$ cat config.mk
export PLATFORM = sky130hd
export DESIGN_NAME = b07_retta_p
export DESIGN_NICKNAME = d
export VERILOG_FILES = /design/src/rtl/b07_retta_p.sv
export SDC_FILE = /design/constraint.sdc
export NUM_CORES = 1
export LEC_CHECK = 0
export CELL_PAD_IN_SITES_DETAIL_PLACEMENT = 1
export CELL_PAD_IN_SITES_GLOBAL_PLACEMENT = 2
export CORE_MARGIN = 2
export CORE_UTILIZATION = 35
export DETAILED_ROUTE_END_ITERATION = 16
export PLACE_DENSITY = 0.78
export SLEW_MARGIN = 30
export SYNTH_ARGS = -nofsm -noshare
export SYNTH_HDL_FRONTEND = slang
export SYNTH_SLANG_ARGS = --single-unit
$ cat constraint.sdc
create_clock -name clock_i -period 8.33 [get_ports clock_i]
set_input_delay 0.833 -clock clock_i [delete_from_list [all_inputs] [get_ports clock_i]]
set_output_delay 0.833 -clock clock_i [all_outputs]
set_load 0.03 [all_outputs]
$ cat src/rtl/b07_retta_p.sv
// b07_retta_p: counts memory points (x, y) lying on the line y + A*x == B (mod 2^DATA_W)
//   clock_i        rising-edge clock
//   reset_i        synchronous active-high reset, clears all state and the memory
//   start_i        level-sensitive run request, accepted in IDLE
//   coef_a_i/b_i   line coefficients, latched when a run is accepted
//   wr_en_i/addr/data  memory write port, honoured only in IDLE
//   busy_o         high while a scan is in progress
//   done_o         one-cycle pulse when punti_retta_o is updated
//   sat_o          counter saturated during the last scan
//   punti_retta_o  point count of the last completed scan
module b07_retta_p #(
    parameter int DATA_W = 8,
    parameter int ADDR_W = 4,
    parameter int CNT_W  = 8
) (
    input  logic              clock_i,
    input  logic              reset_i,
    input  logic              start_i,
    input  logic [DATA_W-1:0] coef_a_i,
    input  logic [DATA_W-1:0] coef_b_i,
    input  logic              wr_en_i,
    input  logic [ADDR_W-1:0] wr_addr_i,
    input  logic [DATA_W-1:0] wr_data_i,
    output logic              busy_o,
    output logic              done_o,
    output logic              sat_o,
    output logic [CNT_W-1:0]  punti_retta_o
);
    localparam int DEPTH = 1 << ADDR_W;

    typedef enum logic [2:0] {IDLE, LOAD_X, LOAD_Y, CALC, HOLD} state_t;

    state_t state_q, state_d;
    logic [DATA_W-1:0] mem_q [DEPTH];
    logic [DATA_W-1:0] x_q, x_d, y_q, y_d, a_q, a_d, b_q, b_d;
    logic [ADDR_W-1:0] mar_q, mar_d;
    logic [CNT_W-1:0]  cnt_q, cnt_d, punti_q, punti_d;
    logic              busy_q, busy_d, done_q, done_d, sat_q, sat_d;
    logic [DATA_W-1:0] lhs;
    logic              hit;

    // product and sum both wrap at DATA_W bits
    assign lhs = a_q * x_q + y_q;
    assign hit = lhs == b_q;

    always_comb begin
        state_d = state_q;
        x_d     = x_q;
        y_d     = y_q;
        a_d     = a_q;
        b_d     = b_q;
        mar_d   = mar_q;
        cnt_d   = cnt_q;
        punti_d = punti_q;
        busy_d  = busy_q;
        done_d  = 1'b0;
        sat_d   = sat_q;
        case (state_q)
            IDLE: if (start_i) begin
                mar_d   = '0;
                cnt_d   = '0;
                sat_d   = 1'b0;
                a_d     = coef_a_i;
                b_d     = coef_b_i;
                busy_d  = 1'b1;
                state_d = LOAD_X;
            end
            LOAD_X: begin
                x_d     = mem_q[mar_q];
                mar_d   = mar_q + 1'b1;
                state_d = LOAD_Y;
            end
            LOAD_Y: begin
                y_d     = mem_q[mar_q];
                state_d = CALC;
            end
            CALC: begin
                if (hit) begin
                    if (cnt_q == '1) sat_d = 1'b1;
                    else cnt_d = cnt_q + 1'b1;
                end
                if (mar_q != '1) begin
                    mar_d   = mar_q + 1'b1;
                    state_d = LOAD_X;
                end else begin
                    punti_d = cnt_d;
                    done_d  = 1'b1;
                    busy_d  = 1'b0;
                    state_d = HOLD;
                end
            end
            HOLD: state_d = start_i ? HOLD : IDLE;
            default: state_d = IDLE;
        endcase
    end

    always_ff @(posedge clock_i) begin
        if (reset_i) begin
            state_q <= IDLE;
            x_q     <= '0;
            y_q     <= '0;
            a_q     <= '0;
            b_q     <= '0;
            mar_q   <= '0;
            cnt_q   <= '0;
            punti_q <= '0;
            busy_q  <= 1'b0;
            done_q  <= 1'b0;
            sat_q   <= 1'b0;
        end else begin
            state_q <= state_d;
            x_q     <= x_d;
            y_q     <= y_d;
            a_q     <= a_d;
            b_q     <= b_d;
            mar_q   <= mar_d;
            cnt_q   <= cnt_d;
            punti_q <= punti_d;
            busy_q  <= busy_d;
            done_q  <= done_d;
            sat_q   <= sat_d;
        end
    end

    // memory is frozen outside IDLE so a running scan sees a stable image
    always_ff @(posedge clock_i) begin
        if (reset_i) begin
            for (int i = 0; i < DEPTH; i++) mem_q[i] <= '0;
        end else if (wr_en_i && state_q == IDLE) begin
            mem_q[wr_addr_i] <= wr_data_i;
        end
    end

    assign busy_o        = busy_q;
    assign done_o        = done_q;
    assign sat_o         = sat_q;
    assign punti_retta_o = punti_q;
endmodule

==> flow_summary_export.csv <==
group,metric,value,unit
clock_tree,clock_latency,0.44,ns
critical_path,endpoint_kind,"register",
final_layout,nNetsFinal,916,
final_layout,fillers,2858,
clock_tree,cts_setup_buffers,0,
clock_tree,clkSinkCount,190,
logic_synthesis,postSynthCellCount,815,
die,die_h,170,µm
detailed_routing,finalWirelength,23100,µm
pwr,seqPwrFrac,48.0,%
detailed_routing,first_pass_iters,6,
detailed_routing,drc,0,
detailed_routing,vias,6077,
logic_synthesis,synth_nets,884,
final_layout,final_common_cell,"and2_1",
clock_tree,cts_buffer_depth,2,
timing,timing.fmax,194,MHz
die,ioPinCount,43,
clock_tree,cts_resized,0,
timing,period_share,61.9,%
final_layout,drive_above_1_share,12.6,%
pwr,power.density,204,nW/µm²
timing,setup-violations-final,0,
logic_synthesis,synth.avg_cell_area,11.8,µm²
logic_synthesis,synth.distinct_cells,46,
timing,drv_slew,0,
logic_synthesis,ys.flop_type,"edfxtp_1",
die,core_area,27000,µm²
pwr,combPwrFrac,12.1,%
clock_tree,htree_levels,4,
place,gp_congestion,0.774,
critical_path,path_class,"register to register",
place,dp_hpwl,16200,µm
timing,worst_pin_slew,0.947,ns
logic_synthesis,yosys_warnings,0,
pwr,clockPowerShare,39.9,%
pwr,total_power,2240,µW
timing,clock_skew,0.0213,ns
timing,fin_crit,5.16,ns
grt,grt_pass1_vias,6556,
timing,slew_headroom,36.6,%
grt,grt_use_total,17.2,%
clock_tree,postCtsHoldBufs,0,
die,dieArea,28800,µm²
clock_tree,clk_pin_slew_worst_paths,0.09,ns
detailed_routing,wl_per_cell,19.3,µm
timing,rsz0062_at_grt,"false",
job,drv_cap,0,
logic_synthesis,async_flop_share,0,%
critical_path,setup.worst_path.start_class,"register",
critical_path,path_max_fanout,11,
detailed_routing,drt_iter0_markers,277,
detailed_routing,ant_nets,0,
grt,gr-total-overflow,0,
critical_path,critPathRequiredTime,8.68,ns
clock_tree,cts_tree,"done",
logic_synthesis,synth_seq_cells,190,
logic_synthesis,syn_area,9590,µm²
pwr,ir_drop,0.000133,V
place,portBuffers,42,
detailed_routing,via_per_inst,5.06,
die,floorplan.initialDensity,35.6,%
grt,grt_max_degree,78,
pwr,power.leakage,0.00402,µW
pwr,p_switching,662,µW
hold_path,hp-class,"register to register",
timing,finalSetupTns,0,ns
final_layout,final_cell_mix,"and2_1 (148), edfxtp_1 (128), nand2_1 (105)",
grt,grt_pass1_wl,37600,µm
pwr,p_sw_share,29.5,%
logic_synthesis,synth_edf_count,128,
grt,grt_antenna_before_repair,1,
run_status,status,"complete, no violations",
die,chipWidth,170,µm
clock_tree,cts_made_buffers,17,
logic_synthesis,yosysSeqAreaShare,53.0,%
final_layout,syn2layout_area_growth,14.7,%
die,std_cell_rows,60,
clock_tree,cts-root-buf,"clkbuf_16",
critical_path,arrival,5.51,ns
timing,hold_viol,0,
pwr,intPower,1580,µW
[per-stage QoR]
step                cell area (µm²)  util [%]  setup WS (ns)  std cells  hold WS [ns]
floorplan                      9590         -           3.65        815         0.436
global placement              10400      38.4           3.23       1169         0.446
detailed placement            10400      38.4           3.16       1169         0.458
CTS                           11000      40.8           3.16       1201         0.469
global route                  11000      40.8           2.78       1201         0.495
finish                        11000      40.8           3.17       1202         0.466
[power by group through the flow]
stage / Sequential, µW / Clock, µW / Combinational, µW
4_1_cts: 1080 / 911 / 277
6_report: 1080 / 894 / 272
3_3_place_gp: 1100 / 0 / 272
3_5_place_dp: 1100 / 0 / 276
2_1_floorplan: 1080 / 0 / 193
5_1_grt: 1080 / 949 / 304
[final timing paths]
path | from | endpoint | slack (ns) | cells after the start
worst max-delay path | x_q[0] | punti_retta_o[4] | 3.17 | 16
worst min-delay path | y_q[6] | y_q[6] | 0.47 | 2
worst max register to register | x_q[0] | punti_retta_o[4] | 3.17 | 16
worst min register to register | y_q[6] | y_q[6] | 0.47 | 2
[critical path, stage by stage (launching register included)]
cell,delay (ns)
dfxtp_1,0.39
and2_1,0.20
fa_1,0.50
inv_1,0.05
fa_1,0.49
inv_1,0.04
ha_1,0.26
inv_1,0.04
fa_1,0.48
inv_1,0.07
fa_1,0.39
xnor2_1,0.15
xnor2_1,0.14
nor4_2,0.58
nand3_1,0.44
or4_1,0.59
a311oi_1,0.25
[logic make-up after synthesis]
kind of cell    share of synthesized area (%)
xor+xnor                                 3.12
fa+ha+maj                                6.23
simple gates                             20.1
compound gates                           4.90
buf+inv                                  3.05
flops                                    53.0
mux                                      9.61
[cells in the mapped netlist (7+ instances only)]
| master | instances | area share [%] |
|---|---|---|
| o21ai_0 | 7 | 0.37 |
| dfxtp_1 | 62 | 13 |
| a21oi_1 | 42 | 2.2 |
| edfxtp_1 | 128 | 40 |
| or3_1 | 7 | 0.46 |
| xnor2_1 | 17 | 1.6 |
| and2_1 | 149 | 9.7 |
| nand2_1 | 105 | 4.1 |
| nand3_1 | 10 | 0.52 |
| or2_2 | 19 | 1.2 |
| mux4_2 | 40 | 9.4 |
| fa_1 | 18 | 3.8 |
| inv_1 | 39 | 1.5 |
| ha_1 | 19 | 2.5 |
| nor3_1 | 9 | 0.47 |
| clkbuf_1 | 29 | 1.1 |
| nor2_1 | 40 | 1.6 |
[flip-flops by register name, summed over array words and instances (netlist names), named ones only]
register	cells
punti_retta_o	8
done_o	1
sat_o	1
a_q	8
y_q	8
mem_q	128
cnt_q	8
state_q	3
x_q	8
b_q	8
busy_o	1
mar_q	4
[metal layers]
layer | global-route usage (%) | part of all wire, %
met1 | 21.9 | 45
met3 | 2.89 | 3.1
met5 | 0 | 0
met4 | 4.91 | 1.7
met2 | 30.2 | 50
[area by class of cell]
cell class / instances / area [µm²] / share of cell area (%)
flip-flops and latches: 190 / 5090 / 46.2
multi-input cells: 548 / 4220 / 38.3
repair buffers: 51 / 483 / 4.39
well taps: 341 / 427 / 3.88
clock buffers: 17 / 425 / 3.86
clock inverters: 15 / 219 / 1.99
inverters: 39 / 146 / 1.33
diodes: 1 / 2.50 / 0.0227
(Power assumes the default switching activity.)
==> variant: new RTL, config.mk and constraints unchanged <==
The 5 states of `state_t` get a Gray code encoding in 3 bits.
--- a/src/rtl/b07_retta_p.sv
+++ b/src/rtl/b07_retta_p.sv
@@ -28,7 +28,7 @@
 );
     localparam int DEPTH = 1 << ADDR_W;
 
-    typedef enum logic [2:0] {IDLE, LOAD_X, LOAD_Y, CALC, HOLD} state_t;
+    typedef enum logic [2:0] {IDLE = 3'b000, LOAD_X = 3'b001, LOAD_Y = 3'b011, CALC = 3'b010, HOLD = 3'b110} state_t;
 
     state_t state_q, state_d;
     logic [DATA_W-1:0] mem_q [DEPTH];
Formal check against the unedited RTL: no difference found for any inputs over 10 cycles, from zero or initial values and one cycle with reset_i high; not proved beyond that.
==> variant against the unedited design <==
  * Fmax grew 0.16%
  * First-iteration DRC count increased by 31%
  * Area after synthesis is 0.68% lower
  * Final area down 1.1%
  * Total power is 7.1% lower
  * Routed wire length fell by 0.33%
  * Sequential cell count is the same
  * Worst setup slack improved by 0.0084 ns
  * Largest cell class unchanged
==> variant: results (changes against the unedited design) <==
The number of nets produced by synthesis was 874 (-1.1%). The tools report the routed length on met1 as 10,700 um (+3.3%). For the sequential power share, the log shows 50.9% (+2.9 points). The tools report the combinational gate power as 0.187 mW (-31%).

The count of mapped cells out of synthesis was 805 (-1.2%). The tools report the half-perimeter wire length of the detailed placement result as 16,300 um (+0.48%). The share of cell area taken by muxes after synthesis is 9.66% (+0.052 points), and the fraction of met3 tracks used by global routing is 2.45% (-0.44 points). The xor and xnor area share after synthesis was 3.16% (+0.048 points); the first-pass detailed-route iteration total was 4 (-2). The synthesized-area fraction occupied by ao, oa, aoi and oai cells came out at 4.39% (-0.52 points). The peak fanout along the critical path was 9 (-2). The flow ran to the end, and the final reports show no timing, DRC or antenna violations. The logs give 36,600 um (-2.4%) for the first-pass GRT wire length and 47 (+2.2%) for the distinct cell type count after synthesis. The multi-input combinational area share came out at 38.4% (+0.048 points). The share of cell area taken by flip-flops and latches works out to 46.7% (+0.53 points).

The switching power of the nets is 0.559 mW (-16%). The average wire per standard cell was 19.4 um (+0.85%); the final-layout non-clock buffer area share was 4.23% (-0.16 points). The logs give 0 (-1) for the number of antenna violations at the first check in global routing and 10,300 um2 (-0.76%) for the post-placement cell area. By area the synthesized netlist is led by sky130_fd_sc_hd__edfxtp_1, sky130_fd_sc_hd__dfxtp_1, sky130_fd_sc_hd__and2_1. The met3 wire length was 629 um (-13%). The maximum number of pins on one net before global-route repair is 77 (-1.3%), and the worst slack at placement is 3.16 ns (-0.00262 ns). The logs give 0.113 mV (-15%) for the worst IR drop on VDD and 3.95 nW (-1.6%) for the leakage component of the power.

The total area of multi-input combinational cells is 4180 um2 (-0.98%), and the via-per-instance ratio is 5.02 (-0.70%). The mean instance size in the synthesized netlist came out at 11.8 um2 (+0.56%). Start point of the worst min-delay path: punti_retta_o[6].

The run gives 53.4% (+0.36 points) as the sequential share of the synthesized area. The global routing met2 resource utilization is 28.8% (-1.4 points). The actual transition at the worst max-transition pin works out to 0.901 ns (-0.0463 ns).

Count of non-CTS buffers in the layout: 48 (-5.9%). The antenna diode count was 0 (-1); the placer's final routability congestion estimate was 0.764 (-1.2%). The total number of nets in the final design was 903 (-1.4%).
## variant: changes by cell type in the layout (fill, tap and decap cells not counted), moves of 3 or more
cell | before | now
sky130_fd_sc_hd__or4_1 | 6 | 2
sky130_fd_sc_hd__inv_12 | 8 | 1
sky130_fd_sc_hd__a311oi_1 | 6 | 1
sky130_fd_sc_hd__inv_1 | 39 | 35
sky130_fd_sc_hd__inv_6 | 2 | 5
sky130_fd_sc_hd__a211oi_1 | 0 | 5
sky130_fd_sc_hd__nor2_1 | 40 | 37
sky130_fd_sc_hd__o31ai_1 | 4 | 0
sky130_fd_sc_hd__o21ai_0 | 7 | 4
sky130_fd_sc_hd__buf_4 | 9 | 6
sky130_fd_sc_hd__xnor2_1 | 17 | 20
## variant: kinds of logic after synthesis
logic type	Yosys count
xor+xnor	28
buf+inv	73
simple gates	364
mux	42
compound gates	71
fa+ha+maj	37
flops	190
## variant: critical path, stage by stage (launching register included)
cell	delay, ns
sky130_fd_sc_hd__dfxtp_1	0.39
sky130_fd_sc_hd__and2_1	0.21
sky130_fd_sc_hd__fa_1	0.50
sky130_fd_sc_hd__inv_1	0.05
sky130_fd_sc_hd__fa_1	0.50
sky130_fd_sc_hd__inv_1	0.04
sky130_fd_sc_hd__ha_1	0.27
sky130_fd_sc_hd__inv_1	0.05
sky130_fd_sc_hd__fa_1	0.47
sky130_fd_sc_hd__inv_1	0.06
sky130_fd_sc_hd__fa_1	0.40
sky130_fd_sc_hd__xnor2_1	0.15
sky130_fd_sc_hd__xnor2_1	0.14
sky130_fd_sc_hd__nor4_2	0.61
sky130_fd_sc_hd__nand3_1	0.22
sky130_fd_sc_hd__or2_1	0.35
sky130_fd_sc_hd__or4_1	0.50
sky130_fd_sc_hd__a31oi_1	0.16
